[config.mk]
export PLATFORM = sky130hd
export DESIGN_NAME = serial_add_ctrl
export DESIGN_NICKNAME = d
export VERILOG_FILES = /design/src/rtl/serial_add_ctrl.sv
export SDC_FILE = /design/constraint.sdc
export NUM_CORES = 1
export LEC_CHECK = 0
export CORE_MARGIN = 5
export CORE_UTILIZATION = 62
export CTS_CLUSTER_DIAMETER = 200
export DETAILED_ROUTE_END_ITERATION = 7
export DONT_BUFFER_PORTS = 1
export PLACE_DENSITY = 0.83
export RECOVER_POWER = 100
export SKIP_CTS_REPAIR_TIMING = 1
export SLEW_MARGIN = 10
export SYNTH_ARGS = -nofsm -noshare
export SYNTH_HDL_FRONTEND = slang
export SYNTH_SLANG_ARGS = --single-unit
[constraint.sdc]
create_clock -name clk -period 2.37 [get_ports clk]
set_input_delay 0.1185 -clock clk [delete_from_list [all_inputs] [get_ports clk]]
set_output_delay 0.1185 -clock clk [all_outputs]
set_load 0.01 [all_outputs]
[src/rtl/serial_add_ctrl.sv]
// serial_add_ctrl: bit-serial adder/subtractor.
// A single full-adder slice is reused over WIDTH cycles, LSB first.
// Subtraction is a + ~b + 1: the operand is inverted and the carry is preset to 1.
// The result is delivered with a one-cycle done pulse and held until the next completion.
module serial_add_ctrl #(
    parameter int WIDTH = 12
) (
    input  logic             clk,
    input  logic             rst,
    input  logic             start,
    input  logic             sub,
    input  logic [WIDTH-1:0] a,
    input  logic [WIDTH-1:0] b,
    output logic             busy,
    output logic             ready,
    output logic             done,
    output logic [WIDTH-1:0] sum,
    output logic             cout
);

    localparam int CNT_W = (WIDTH > 1) ? $clog2(WIDTH) : 1;
    localparam logic [CNT_W-1:0] LAST_BIT = CNT_W'(WIDTH - 1);

    typedef enum logic [1:0] {
        IDLE = 2'd0,
        RUN  = 2'd1,
        DONE = 2'd2
    } state_t;

    state_t           r_state;
    state_t           w_next;
    logic [WIDTH-1:0] r_opa;
    logic [WIDTH-1:0] r_opb;
    logic [WIDTH-2:0] r_res;
    logic             r_carry;
    logic [CNT_W-1:0] r_cnt;
    logic [WIDTH-1:0] r_sum;
    logic             r_cout;
    logic             w_accept;
    logic             w_last;
    logic             w_bit;
    logic             w_carry;

    function automatic logic fa_sum(input logic x, input logic y, input logic ci);
        return x ^ y ^ ci;
    endfunction

    function automatic logic fa_carry(input logic x, input logic y, input logic ci);
        return (x & y) | (x & ci) | (y & ci);
    endfunction

    // Start is only honoured when not running (IDLE or DONE).
    assign w_accept = start && (r_state != RUN);
    assign w_last   = (r_state == RUN) && (r_cnt == LAST_BIT);
    assign w_bit    = fa_sum(r_opa[0], r_opb[0], r_carry);
    assign w_carry  = fa_carry(r_opa[0], r_opb[0], r_carry);

    // State register.
    always_ff @(posedge clk) begin
        if (rst) begin
            r_state <= IDLE;
        end else begin
            r_state <= w_next;
        end
    end

    // Next-state logic.
    always_comb begin
        w_next = r_state;
        case (r_state)
            IDLE:    w_next = start ? RUN : IDLE;
            RUN:     w_next = (r_cnt == LAST_BIT) ? DONE : RUN;
            DONE:    w_next = start ? RUN : IDLE;
            default: w_next = IDLE;
        endcase
    end

    // FSM outputs decoded from the current state.
    always_comb begin
        busy  = (r_state == RUN);
        ready = (r_state != RUN);
        done  = (r_state == DONE);
    end

    // Operand and partial-result shift registers; contents are don't-care outside RUN.
    always_ff @(posedge clk) begin
        if (w_accept) begin
            r_opa <= a;
            r_opb <= sub ? ~b : b;
            r_res <= '0;
        end else if (r_state == RUN) begin
            r_opa <= {1'b0, r_opa[WIDTH-1:1]};
            r_opb <= {1'b0, r_opb[WIDTH-1:1]};
            r_res <= {w_bit, r_res[WIDTH-2:1]};
        end
    end

    // Carry, bit counter and the held result; the result only moves on the last bit.
    always_ff @(posedge clk) begin
        if (rst) begin
            r_carry <= 1'b0;
            r_cnt   <= '0;
            r_sum   <= '0;
            r_cout  <= 1'b0;
        end else if (w_accept) begin
            r_carry <= sub;
            r_cnt   <= '0;
        end else if (r_state == RUN) begin
            r_carry <= w_carry;
            r_cnt   <= r_cnt + CNT_W'(1);
            if (w_last) begin
                r_sum  <= {w_bit, r_res};
                r_cout <= w_carry;
            end
        end
    end

    assign sum  = r_sum;
    assign cout = r_cout;

endmodule

==> results of run 1 <==
## placed cells by master (no fill, tap or decap), types with 3 or more instances in the layout
cell type                       synthesis  layout
sky130_fd_sc_hd__a21oi_1               23      23
sky130_fd_sc_hd__clkbuf_8               0       5
sky130_fd_sc_hd__dfxtp_1               31      31
sky130_fd_sc_hd__dlygate4sd3_1          0       3
sky130_fd_sc_hd__edfxtp_1              24      24
sky130_fd_sc_hd__mux2_1                 0       6
sky130_fd_sc_hd__mux2_2                 6       5
sky130_fd_sc_hd__mux2i_1               15      15
sky130_fd_sc_hd__nand2_1               22      22
sky130_fd_sc_hd__nand2b_1              28      28
sky130_fd_sc_hd__nand3b_1              14      14
sky130_fd_sc_hd__nor2_1                 2       3
sky130_fd_sc_hd__nor3_1                 4       4
sky130_fd_sc_hd__xnor2_1               12      12
## cell usage after synthesis
library cell               number  area share [%]
sky130_fd_sc_hd__or3_1          1            0.25
sky130_fd_sc_hd__nor3_1         4            0.81
sky130_fd_sc_hd__xnor2_1       12             4.3
sky130_fd_sc_hd__nand3b_1      14             4.3
sky130_fd_sc_hd__a21oi_1       23             4.7
sky130_fd_sc_hd__a31oi_1        1            0.25
sky130_fd_sc_hd__buf_4          1            0.30
sky130_fd_sc_hd__and3_1         2            0.51
sky130_fd_sc_hd__nand2b_1      28             7.1
sky130_fd_sc_hd__and2_4         1            0.35
sky130_fd_sc_hd__buf_2          2            0.41
sky130_fd_sc_hd__ha_1           1            0.51
sky130_fd_sc_hd__xor2_1         2            0.71
sky130_fd_sc_hd__nand2_1       22             3.3
sky130_fd_sc_hd__buf_6          4             1.8
sky130_fd_sc_hd__mux2_4         5             3.0
sky130_fd_sc_hd__mux2i_1       15             6.1
sky130_fd_sc_hd__nand3_1        2            0.41
sky130_fd_sc_hd__clkbuf_1      10             1.5
sky130_fd_sc_hd__a211oi_1       1            0.30
sky130_fd_sc_hd__dfxtp_1       31              25
sky130_fd_sc_hd__clkinv_1       1            0.15
sky130_fd_sc_hd__mux2_2         6             2.7
sky130_fd_sc_hd__nor2_2         1            0.25
sky130_fd_sc_hd__nor2b_1        2            0.51
sky130_fd_sc_hd__edfxtp_1      24              29
sky130_fd_sc_hd__fa_1           1            0.81
sky130_fd_sc_hd__nor2_1         2            0.30
## logic make-up after synthesis
logic type	synth area share, %
mux	11.86
xor+xnor	4.967
buf+inv	4.207
fa+ha+maj	1.318
flops	54.33
simple gates	18.09
compound gates	5.221
## state kept, by name, summed over array words and instances, names as in the netlist
register,count
r_state,2
r_carry,1
r_res,11
sum,12
r_opa,12
r_opb,12
cout,1
r_cnt,4
## where the power goes
group | switching, µW | total, µW | internal, µW
logic | 89.5 | 176 | 86.0
registers | 26.0 | 1100 | 1070
clock network | 291 | 499 | 208
total | 407 | 1770 | 1370
## area by class of cell
cell class | count | share of cell area, %
Clock buffer | 5 | 2.692
Clock inverter | 3 | 0.6853
Inverter | 1 | 0.1468
Multi-Input combinational cell | 146 | 39.21
Sequential cell | 55 | 52.47
Tap cell | 50 | 2.447
Timing Repair Buffer | 6 | 2.349
## worst max-delay path, stage by stage (launching register included)
cell                       delay (ps)
sky130_fd_sc_hd__dfxtp_1          350
sky130_fd_sc_hd__nand2b_1         390
sky130_fd_sc_hd__buf_12           220
sky130_fd_sc_hd__clkinv_1         440
sky130_fd_sc_hd__xnor2_1          300
sky130_fd_sc_hd__nor3_1            60
## how the worst max path moves through the flow
stage                     startpoint    endpoint  slack, ps  cells after the start
after CTS                 r_state[1]    r_cnt[0]        490                      5
after global placement    r_state[1]    r_cnt[0]        570                      5
after floorplan           r_state[1]    r_opa[0]        650                      4
after global routing      r_state[1]  r_state[0]        340                      5
after detailed placement  r_state[1]    r_cnt[0]        500                      5
final                     r_state[1]    r_cnt[0]        490                      5
## metrics by stage
step	area [µm²]	utilization, %	std cells
after CTS	2552	64.74	263
after detailed placement	2466	62.55	255
after global placement	2466	62.55	255
after global routing	2556	64.84	266
after floorplan	2469	-	219
final	2556	64.84	266
## routing by layer
layer / wire, µm / vias to the layer above / global-route usage, %
met2: 1757 / 39 / 23.24
met1: 1870 / 656 / 20.85
met5: 0 / - / 0
met4: 63 / 0 / 6.352
li1: - / 739 / -
met3: 215 / 7 / 4.270
==> run_summary.xml, run 1 <==
<?xml version="1.0" encoding="UTF-8"?>
<metrics>
  <group name="layout">
    <metric name="num-nets-final" unit="">245</metric>
    <metric name="multi_input_area" unit="mm²">0.001002</metric>
    <metric name="antenna_cells" unit="">0</metric>
    <metric name="layout-drive-gt1-share" unit="%">7.870</metric>
    <metric name="syn_to_final_growth" unit="%">3.548</metric>
    <metric name="sequential_cell_area" unit="mm²">0.001341</metric>
    <metric name="final.fill_count" unit="">297</metric>
  </group>
  <group name="die">
    <metric name="initial_utilization" unit="%">62.62</metric>
    <metric name="chipWidth" unit="µm">73.10</metric>
    <metric name="die_area" unit="mm²">0.005344</metric>
    <metric name="std_cell_rows" unit="">23</metric>
    <metric name="io_pins" unit="">44</metric>
    <metric name="die_ht" unit="µm">73.10</metric>
    <metric name="floorplan.core_area" unit="mm²">0.003943</metric>
  </group>
  <group name="worst_hold_path">
    <metric name="timing.hold.worst_path_depth" unit="">2</metric>
    <metric name="worstHoldStart" unit="">rst</metric>
    <metric name="hold_path_class" unit="">in2reg</metric>
    <metric name="worstHoldEndpoint" unit="">sum[1]</metric>
  </group>
  <group name="setup_path">
    <metric name="critical_path.max_fanout" unit="">23</metric>
    <metric name="required_time_worst_endpoint" unit="ps">2550</metric>
    <metric name="endpoint_of_the_most_critical_register_to_register_path" unit="">r_cnt[0]</metric>
    <metric name="worst-r2r-cell-count" unit="">5</metric>
    <metric name="launching_element_type_of_the_critical_path" unit="">flop</metric>
    <metric name="timing_worst_setup_path_type" unit="">reg2reg</metric>
    <metric name="arrival" unit="ps">2060</metric>
    <metric name="r2r_start" unit="">r_state[1]</metric>
    <metric name="timing.reg2reg.setup_slack" unit="ps">490</metric>
    <metric name="critical_path.endpoint_type" unit="">flop</metric>
  </group>
  <group name="job">
    <metric name="cap_viol_max_count" unit="">0</metric>
  </group>
  <group name="sta">
    <metric name="timing.final.crit_period" unit="ps">1880</metric>
    <metric name="slew_viol_final" unit="">0</metric>
    <metric name="final_hold_violations" unit="">7</metric>
    <metric name="layout_setup_ws" unit="ps">489.8</metric>
    <metric name="transition_time_at_the_pin_with_the_least_slew_margin" unit="ps">596.3</metric>
    <metric name="setup_viol" unit="">0</metric>
    <metric name="worst_clock_skew" unit="ps">5.655</metric>
    <metric name="achievable-frequency" unit="GHz">0.5319</metric>
    <metric name="rsz0062_at_grt" unit="">no</metric>
    <metric name="timing.max_slew.rel_slack" unit="%">60.25</metric>
    <metric name="holdWs" unit="ps">-7.067</metric>
    <metric name="tns" unit="ps">0</metric>
    <metric name="final_worst_path_cycle_share" unit="%">79.33</metric>
  </group>
  <group name="drt">
    <metric name="drt_pass1_iterations" unit="">4</metric>
    <metric name="drt_iter0_drc" unit="">116</metric>
    <metric name="avgRoutedWirePerCell" unit="µm">14.68</metric>
    <metric name="finalWirelength" unit="µm">3905</metric>
    <metric name="final_antenna_net_count" unit="">0</metric>
    <metric name="drc" unit="">0</metric>
    <metric name="avgViaCountPerCell" unit="">5.417</metric>
    <metric name="vias" unit="">1441</metric>
  </group>
  <group name="clock_tree">
    <metric name="clock_sink_count" unit="">55</metric>
    <metric name="cts_tree" unit="">yes</metric>
    <metric name="cts.clk_slew.worst_paths" unit="ps">100</metric>
    <metric name="htree_levels" unit="">2</metric>
    <metric name="clk_latency" unit="ps">300</metric>
    <metric name="cts_made_buffers" unit="">5</metric>
    <metric name="clk_root_buffer_cell" unit="">sky130_fd_sc_hd__clkbuf_8</metric>
    <metric name="clk_buf_depth" unit="">2</metric>
  </group>
  <group name="logic_synthesis">
    <metric name="synth_warnings" unit="">0</metric>
    <metric name="netlist_area_before_placement" unit="mm²">0.002469</metric>
    <metric name="postSynthAreaPerCell" unit="µm²">11.27</metric>
    <metric name="yosysSeqAreaShare" unit="%">54.33</metric>
    <metric name="synthesis.instances" unit="">219</metric>
    <metric name="netlist-cell-type-count" unit="">28</metric>
    <metric name="ys_seq_elements" unit="">55</metric>
    <metric name="synth_fp_nets" unit="">249</metric>
  </group>
  <group name="global_route">
    <metric name="grt.total_usage" unit="%">15.41</metric>
    <metric name="first_global_vias" unit="">1395</metric>
    <metric name="grt_remaining_overflow" unit="">0</metric>
    <metric name="grt_antenna_before_repair" unit="">0</metric>
    <metric name="maximum_number_of_pins_on_one_net_before_global_route_repair" unit="">34</metric>
    <metric name="wire_length_of_the_first_global_routing_pass" unit="µm">6403</metric>
  </group>
  <group name="pwr">
    <metric name="total_power" unit="µW">1772</metric>
    <metric name="ir_worst_vdd" unit="V">0.0004445</metric>
    <metric name="p_leak" unit="µW">0.0009023</metric>
    <metric name="pwr_density_cell" unit="mW/mm²">693.4</metric>
  </group>
  <group name="place">
    <metric name="pre_cts_ws" unit="ps">501.4</metric>
    <metric name="numPortBuffers" unit="">0</metric>
    <metric name="hpwl" unit="µm">2607</metric>
    <metric name="gp_congestion" unit="">0.7412</metric>
  </group>
  <group name="status">
    <metric name="failing_checks" unit="">hold timing</metric>
    <metric name="run_status" unit="">finished, violations left</metric>
  </group>
</metrics>
Power figures use the tool's default switching activity.
==> run 2, diff against run 1 <==
- clock period: 2.37 -> 1.9 ns (I/O delays scaled with it)
==> run_summary.xml, run 2 (same netlist as run 1, synthesis figures left out) <==
<?xml version="1.0" encoding="UTF-8"?>
<metrics>
  <group name="place">
    <metric name="placed_area" unit="mm²">0.002469</metric>
    <metric name="placed_cells" unit="">257</metric>
    <metric name="gp_congestion" unit="">0.7283</metric>
    <metric name="hpwl" unit="µm">2780</metric>
    <metric name="numPortBuffers" unit="">0</metric>
    <metric name="pre_cts_ws" unit="ps">284.1</metric>
  </group>
  <group name="drt">
    <metric name="drt_iter0_drc" unit="">111</metric>
    <metric name="final_antenna_net_count" unit="">0</metric>
    <metric name="drt_pass1_iterations" unit="">6</metric>
    <metric name="avgRoutedWirePerCell" unit="µm">15.82</metric>
    <metric name="avgViaCountPerCell" unit="">5.558</metric>
    <metric name="finalWirelength" unit="µm">4399</metric>
    <metric name="vias" unit="">1545</metric>
    <metric name="drc" unit="">0</metric>
  </group>
  <group name="setup_path">
    <metric name="worst-r2r-cell-count" unit="">5</metric>
    <metric name="arrival" unit="ps">1590</metric>
    <metric name="cp_cell_sequence" unit="">nand2b_1 -&gt; clkinv_1 -&gt; clkbuf_1</metric>
    <metric name="required_time_worst_endpoint" unit="ps">1800</metric>
    <metric name="slowest_delay" unit="ps">440</metric>
    <metric name="launching_element_type_of_the_critical_path" unit="">flop</metric>
    <metric name="cp.depth" unit="">3</metric>
    <metric name="timing_worst_setup_path_type" unit="">reg2out</metric>
    <metric name="crit_buf_inv" unit="">2</metric>
    <metric name="critical_path.endpoint_type" unit="">output port</metric>
    <metric name="crit_path_slowest_cell" unit="">sky130_fd_sc_hd__clkinv_1</metric>
    <metric name="path_delay_family" unit="">buffers and inverters</metric>
    <metric name="critical_path.max_fanout" unit="">16</metric>
  </group>
  <group name="global_route">
    <metric name="grt_most_used_layer" unit="">met2</metric>
    <metric name="use_met1" unit="%">22.58</metric>
    <metric name="first_global_vias" unit="">1491</metric>
    <metric name="grt.met2_usage" unit="%">26.02</metric>
    <metric name="wire_length_of_the_first_global_routing_pass" unit="µm">7010</metric>
    <metric name="groute.layer.met3.usage" unit="%">5.372</metric>
    <metric name="grt_remaining_overflow" unit="">0</metric>
    <metric name="grt.total_usage" unit="%">17.16</metric>
    <metric name="maximum_number_of_pins_on_one_net_before_global_route_repair" unit="">34</metric>
    <metric name="grt_antenna_before_repair" unit="">0</metric>
  </group>
  <group name="worst_hold_path">
    <metric name="hold_path_class" unit="">in2reg</metric>
    <metric name="timing.hold.worst_path_depth" unit="">2</metric>
  </group>
  <group name="sta">
    <metric name="worst_clock_skew" unit="ps">4.164</metric>
    <metric name="final_worst_path_cycle_share" unit="%">88.74</metric>
    <metric name="achievable-frequency" unit="GHz">0.5931</metric>
    <metric name="final_hold_violations" unit="">1</metric>
    <metric name="slew_viol_final" unit="">0</metric>
    <metric name="layout_setup_ws" unit="ps">213.9</metric>
    <metric name="rsz0062_at_grt" unit="">no</metric>
    <metric name="setup_viol" unit="">0</metric>
    <metric name="holdWs" unit="ps">-6.684</metric>
    <metric name="timing.max_slew.rel_slack" unit="%">44.56</metric>
    <metric name="timing.final.crit_period" unit="ps">1686</metric>
    <metric name="transition_time_at_the_pin_with_the_least_slew_margin" unit="ps">828.9</metric>
    <metric name="tns" unit="ps">0</metric>
  </group>
  <group name="clock_tree">
    <metric name="clk_root_buffer_cell" unit="">sky130_fd_sc_hd__clkbuf_8</metric>
    <metric name="htree_levels" unit="">2</metric>
    <metric name="clock_sink_count" unit="">55</metric>
    <metric name="clk_latency" unit="ps">310</metric>
    <metric name="cts_tree" unit="">yes</metric>
    <metric name="cts_made_buffers" unit="">5</metric>
    <metric name="clk_buf_depth" unit="">2</metric>
    <metric name="cts.clk_slew.worst_paths" unit="ps">90</metric>
  </group>
  <group name="pwr">
    <metric name="switching_power_share_of_the_total" unit="%">22.11</metric>
    <metric name="p_seq_share" unit="%">56.9</metric>
    <metric name="power_frac_clock" unit="%">33.1</metric>
    <metric name="share_comb_of_total_power" unit="%">10.0</metric>
    <metric name="cellInternalPower" unit="µW">1875</metric>
    <metric name="p_leak" unit="µW">0.0009512</metric>
    <metric name="ir_worst_vdd" unit="V">0.0006149</metric>
    <metric name="pwr_density_cell" unit="mW/mm²">894.5</metric>
    <metric name="p_sw" unit="µW">532.3</metric>
  </group>
  <group name="layout">
    <metric name="final_area" unit="mm²">0.002691</metric>
    <metric name="num-nets-final" unit="">257</metric>
    <metric name="layout.cells.most_common" unit="">sky130_fd_sc_hd__dfxtp_1</metric>
    <metric name="finish.cell_count_without_fillers" unit="">278</metric>
    <metric name="syn_to_final_growth" unit="%">9.022</metric>
    <metric name="layout.cells.most_common_list" unit="">31 x sky130_fd_sc_hd__dfxtp_1, 28 x sky130_fd_sc_hd__nand2b_1, 24 x sky130_fd_sc_hd__edfxtp_1</metric>
    <metric name="antenna_cells" unit="">0</metric>
    <metric name="layout-drive-gt1-share" unit="%">7.895</metric>
  </group>
  <group name="die">
    <metric name="initial_utilization" unit="%">62.62</metric>
    <metric name="die_ht" unit="µm">73.10</metric>
    <metric name="die_area" unit="mm²">0.005344</metric>
    <metric name="io_pins" unit="">44</metric>
    <metric name="floorplan.core_area" unit="mm²">0.003943</metric>
    <metric name="std_cell_rows" unit="">23</metric>
    <metric name="chipWidth" unit="µm">73.10</metric>
  </group>
  <group name="job">
    <metric name="cap_viol_max_count" unit="">0</metric>
  </group>
  <group name="status">
    <metric name="failing_checks" unit="">hold timing</metric>
    <metric name="run_status" unit="">finished, violations left</metric>
  </group>
</metrics>
run 2: area by class of cell:
type,count,area (µm²)
timing repair buffer,18,153.9
clock inverter,1,6.256
sequential,55,1341
fill,301,1251
multi-input combinational,146,1005
tap,50,62.56
inverter,1,3.754
clock buffer,7,118.9
run 2: power by group through the flow:
stage	registers (µW)	logic, µW	clock network [µW]
floorplan	1390	217	0
global placement	1390	219	0
detailed placement	1400	226	0
CTS	1370	228	819
global route	1380	267	861
finish	1370	240	797
run 2: final timing paths:
| path | startpoint | to | slack, ps |
|---|---|---|---|
| hold / removal | rst | sum[5] | -7 |
| hold reg to reg | r_res[6] | r_res[5] | 460 |
| setup / recovery | r_state[1] | busy | 210 |
| setup reg to reg | r_state[0] | sum[5] | 220 |
run 2: routing by layer:
layer / part of all wire (%) / vias up / wire [µm]
met5: 0 / - / 0
met4: 1.7 / 0 / 75
met3: 5.6 / 7 / 247
met2: 48 / 38 / 2104
met1: 45 / 740 / 1972
li1: - / 760 / -
run 2: stage by stage:
step	util (%)	total power, µW
floorplan	-	1603
global placement	62.61	1613
detailed placement	62.61	1623
CTS	65.79	2418
global route	68.26	2509
finish	68.26	2407
==> run 3, diff against run 2 <==
- ABC_AREA: default -> 1
- CORE_UTILIZATION: 62 -> 61
- PLACE_DENSITY: 0.83 -> 0.82
- SKIP_LAST_GASP: default -> 1
==> run_summary.xml, run 3 <==
<?xml version="1.0" encoding="UTF-8"?>
<metrics>
  <group name="status">
    <metric name="run_status" unit="">complete, no violations</metric>
  </group>
  <group name="die">
    <metric name="die_ht" unit="µm">71.05</metric>
    <metric name="floorplan.core_area" unit="mm²">0.003633</metric>
    <metric name="io_pins" unit="">44</metric>
    <metric name="die_area" unit="mm²">0.005048</metric>
    <metric name="initial_utilization" unit="%">62.57</metric>
    <metric name="chipWidth" unit="µm">71.05</metric>
    <metric name="std_cell_rows" unit="">22</metric>
  </group>
  <group name="layout">
    <metric name="layout.cells.most_common_list" unit="">86 x sky130_fd_sc_hd__nand2_1, 31 x sky130_fd_sc_hd__dfxtp_1, 24 x sky130_fd_sc_hd__edfxtp_1</metric>
    <metric name="layout-drive-gt1-share" unit="%">6.564</metric>
    <metric name="syn_to_final_growth" unit="%">10.24</metric>
    <metric name="multi_input_area" unit="µm²">773.2</metric>
    <metric name="fin_util" unit="%">68.97</metric>
    <metric name="sequential_cell_area" unit="mm²">0.001341</metric>
    <metric name="finish.cell_count_without_fillers" unit="">307</metric>
    <metric name="layout.cells.most_common" unit="">sky130_fd_sc_hd__nand2_1</metric>
    <metric name="final.fill_count" unit="">293</metric>
    <metric name="num-nets-final" unit="">288</metric>
    <metric name="antenna_cells" unit="">0</metric>
  </group>
  <group name="place">
    <metric name="gp_congestion" unit="">0.7794</metric>
    <metric name="placed_cells" unit="">285</metric>
    <metric name="hpwl" unit="µm">2739</metric>
    <metric name="numPortBuffers" unit="">0</metric>
  </group>
  <group name="sta">
    <metric name="achievable-frequency" unit="GHz">0.6231</metric>
    <metric name="transition_time_at_the_pin_with_the_least_slew_margin" unit="ps">587.5</metric>
    <metric name="final_hold_violations" unit="">0</metric>
    <metric name="setup_viol" unit="">0</metric>
    <metric name="tns" unit="ps">0</metric>
    <metric name="final_worst_path_cycle_share" unit="%">84.46</metric>
    <metric name="slew_viol_final" unit="">0</metric>
    <metric name="worst_clock_skew" unit="ps">11.89</metric>
    <metric name="timing.max_slew.rel_slack" unit="%">60.83</metric>
    <metric name="timing.final.crit_period" unit="ps">1605</metric>
    <metric name="rsz0062_at_grt" unit="">no</metric>
  </group>
  <group name="clock_tree">
    <metric name="htree_levels" unit="">2</metric>
    <metric name="clk_latency" unit="ps">310</metric>
    <metric name="clock_sink_count" unit="">55</metric>
    <metric name="cts_made_buffers" unit="">5</metric>
    <metric name="cts.clk_slew.worst_paths" unit="ps">100</metric>
    <metric name="clk_buf_depth" unit="">2</metric>
    <metric name="cts_tree" unit="">yes</metric>
    <metric name="clk_root_buffer_cell" unit="">sky130_fd_sc_hd__clkbuf_8</metric>
  </group>
  <group name="logic_synthesis">
    <metric name="synth_fp_nets" unit="">275</metric>
    <metric name="yosys.area.top_type_share" unit="%">31.70</metric>
    <metric name="ys_top_cells_by_area" unit="">sky130_fd_sc_hd__edfxtp_1 32%, sky130_fd_sc_hd__dfxtp_1 27%, sky130_fd_sc_hd__nand2_1 14%</metric>
    <metric name="synth_warnings" unit="">0</metric>
    <metric name="postSynthAreaPerCell" unit="µm²">9.279</metric>
    <metric name="synth_top_flop_cell" unit="">sky130_fd_sc_hd__dfxtp_1</metric>
    <metric name="netlist.top_cell.by_area" unit="">sky130_fd_sc_hd__edfxtp_1</metric>
    <metric name="postSynth.asyncResetShare" unit="%">0</metric>
    <metric name="post-synth-top-count-cell" unit="">sky130_fd_sc_hd__nand2_1</metric>
    <metric name="ys_seq_elements" unit="">55</metric>
    <metric name="yosysSeqAreaShare" unit="%">59.00</metric>
    <metric name="synth-edff-count" unit="">24</metric>
    <metric name="synthesis.instances" unit="">245</metric>
    <metric name="netlist-cell-type-count" unit="">24</metric>
    <metric name="synth_common_cells" unit="">85 x sky130_fd_sc_hd__nand2_1, 31 x sky130_fd_sc_hd__dfxtp_1, 24 x sky130_fd_sc_hd__edfxtp_1</metric>
    <metric name="netlist_area_before_placement" unit="mm²">0.002273</metric>
  </group>
  <group name="worst_hold_path">
    <metric name="timing.hold.worst_path_depth" unit="">2</metric>
    <metric name="hold_path_class" unit="">in2reg</metric>
    <metric name="worstHoldStart" unit="">sub</metric>
    <metric name="worstHoldEndpoint" unit="">r_opb[11]</metric>
  </group>
  <group name="pwr">
    <metric name="p_leak" unit="µW">0.001041</metric>
    <metric name="pwr_density_cell" unit="mW/mm²">902.8</metric>
    <metric name="ir_worst_vdd" unit="V">0.0006430</metric>
    <metric name="total_power" unit="µW">2263</metric>
  </group>
  <group name="setup_path">
    <metric name="timing_worst_setup_path_type" unit="">reg2reg</metric>
    <metric name="cp_cell_sequence" unit="">nand2_4 -&gt; nand2_1 -&gt; clkbuf_2</metric>
    <metric name="slowest_delay" unit="ps">490</metric>
    <metric name="critical_path.endpoint_type" unit="">flop</metric>
    <metric name="worst-r2r-cell-count" unit="">3</metric>
    <metric name="required_time_worst_endpoint" unit="ps">1850</metric>
    <metric name="endpoint_of_the_most_critical_register_to_register_path" unit="">r_opb[11]</metric>
    <metric name="launching_element_type_of_the_critical_path" unit="">flop</metric>
    <metric name="timing.reg2reg.setup_slack" unit="ps">300</metric>
    <metric name="arrival" unit="ps">1550</metric>
    <metric name="crit_path_slowest_cell" unit="">sky130_fd_sc_hd__clkbuf_2</metric>
    <metric name="critical_path.max_fanout" unit="">24</metric>
    <metric name="r2r_start" unit="">r_state[0]</metric>
  </group>
  <group name="job">
    <metric name="cap_viol_max_count" unit="">0</metric>
  </group>
  <group name="drt">
    <metric name="avgRoutedWirePerCell" unit="µm">12.88</metric>
    <metric name="final_antenna_net_count" unit="">0</metric>
    <metric name="drt_iter0_drc" unit="">113</metric>
    <metric name="avgViaCountPerCell" unit="">5.059</metric>
    <metric name="drc" unit="">0</metric>
    <metric name="finalWirelength" unit="µm">3953</metric>
    <metric name="vias" unit="">1553</metric>
    <metric name="drt_pass1_iterations" unit="">4</metric>
  </group>
  <group name="global_route">
    <metric name="wire_length_of_the_first_global_routing_pass" unit="µm">6272</metric>
    <metric name="grt.total_usage" unit="%">15.70</metric>
    <metric name="first_global_vias" unit="">1415</metric>
    <metric name="grt_antenna_before_repair" unit="">0</metric>
    <metric name="grt_remaining_overflow" unit="">0</metric>
    <metric name="maximum_number_of_pins_on_one_net_before_global_route_repair" unit="">36</metric>
  </group>
</metrics>
run 3: routing by layer:
metal  share of wire (%)  track usage [%]  vias up
met3                 7.2            6.818        2
met4                0.68            3.967        0
li1                    -                -      812
met1                  45            19.40      688
met2                  47            25.33       51
met5                   0                0        -
run 3: how the worst max path moves through the flow:
| stage | startpoint | end | cells after the start |
|---|---|---|---|
| finish | r_state[0] | r_opb[11] | 3 |
| global route | r_cnt[0] | cout | 7 |
| CTS | r_state[0] | r_opb[3] | 4 |
| detailed placement | r_state[0] | r_opb[3] | 4 |
| global placement | r_state[0] | r_opb[1] | 4 |
| floorplan | r_state[0] | r_opa[0] | 3 |
run 3: critical path: cells and delay by family, from the launching register on:
kind	cells	cell delay, ps
DFF	1	430
buffers and inverters	1	490
and+or+nand+nor	2	310
run 3: through the flow:
step | hold slack, ps | setup slack (ps) | cell area, µm²
after floorplan | 164.1 | 517.3 | 2273
after global placement | 172.0 | 519.4 | 2293
after detailed placement | 169.0 | 457.3 | 2293
after CTS | -168.3 | 441.3 | 2389
after global routing | 11.93 | 176.8 | 2506
final | 23.60 | 295.2 | 2506
run 3: cell type report:
| cell class | instances | share of cell area [%] |
|---|---|---|
| Clock buffer | 5 | 2.746 |
| Clock inverter | 3 | 1.048 |
| Inverter | 20 | 3.195 |
| Multi-Input combinational cell | 159 | 30.85 |
| Sequential cell | 55 | 53.52 |
| Tap cell | 48 | 2.396 |
| Timing Repair Buffer | 17 | 6.241 |
run 3: cells by family (layout without fill, tap and decap cells):
| family | after synthesis | in the layout | synth area share (%) |
|---|---|---|---|
| compound gates | 24 | 24 | 5.834 |
| xor+xnor | 12 | 12 | 4.623 |
| fa+ha+maj | 2 | 2 | 1.431 |
| buf+inv | 31 | 45 | 6.274 |
| flops | 55 | 55 | 59.00 |
| simple gates | 121 | 121 | 22.84 |
run 3: report_power, final:
group	internal [µW]	leakage, µW	switching, µW
sequential	1340	0.000497	32.0
combinational	91.1	0.000495	126
clock	272	0.0000491	402
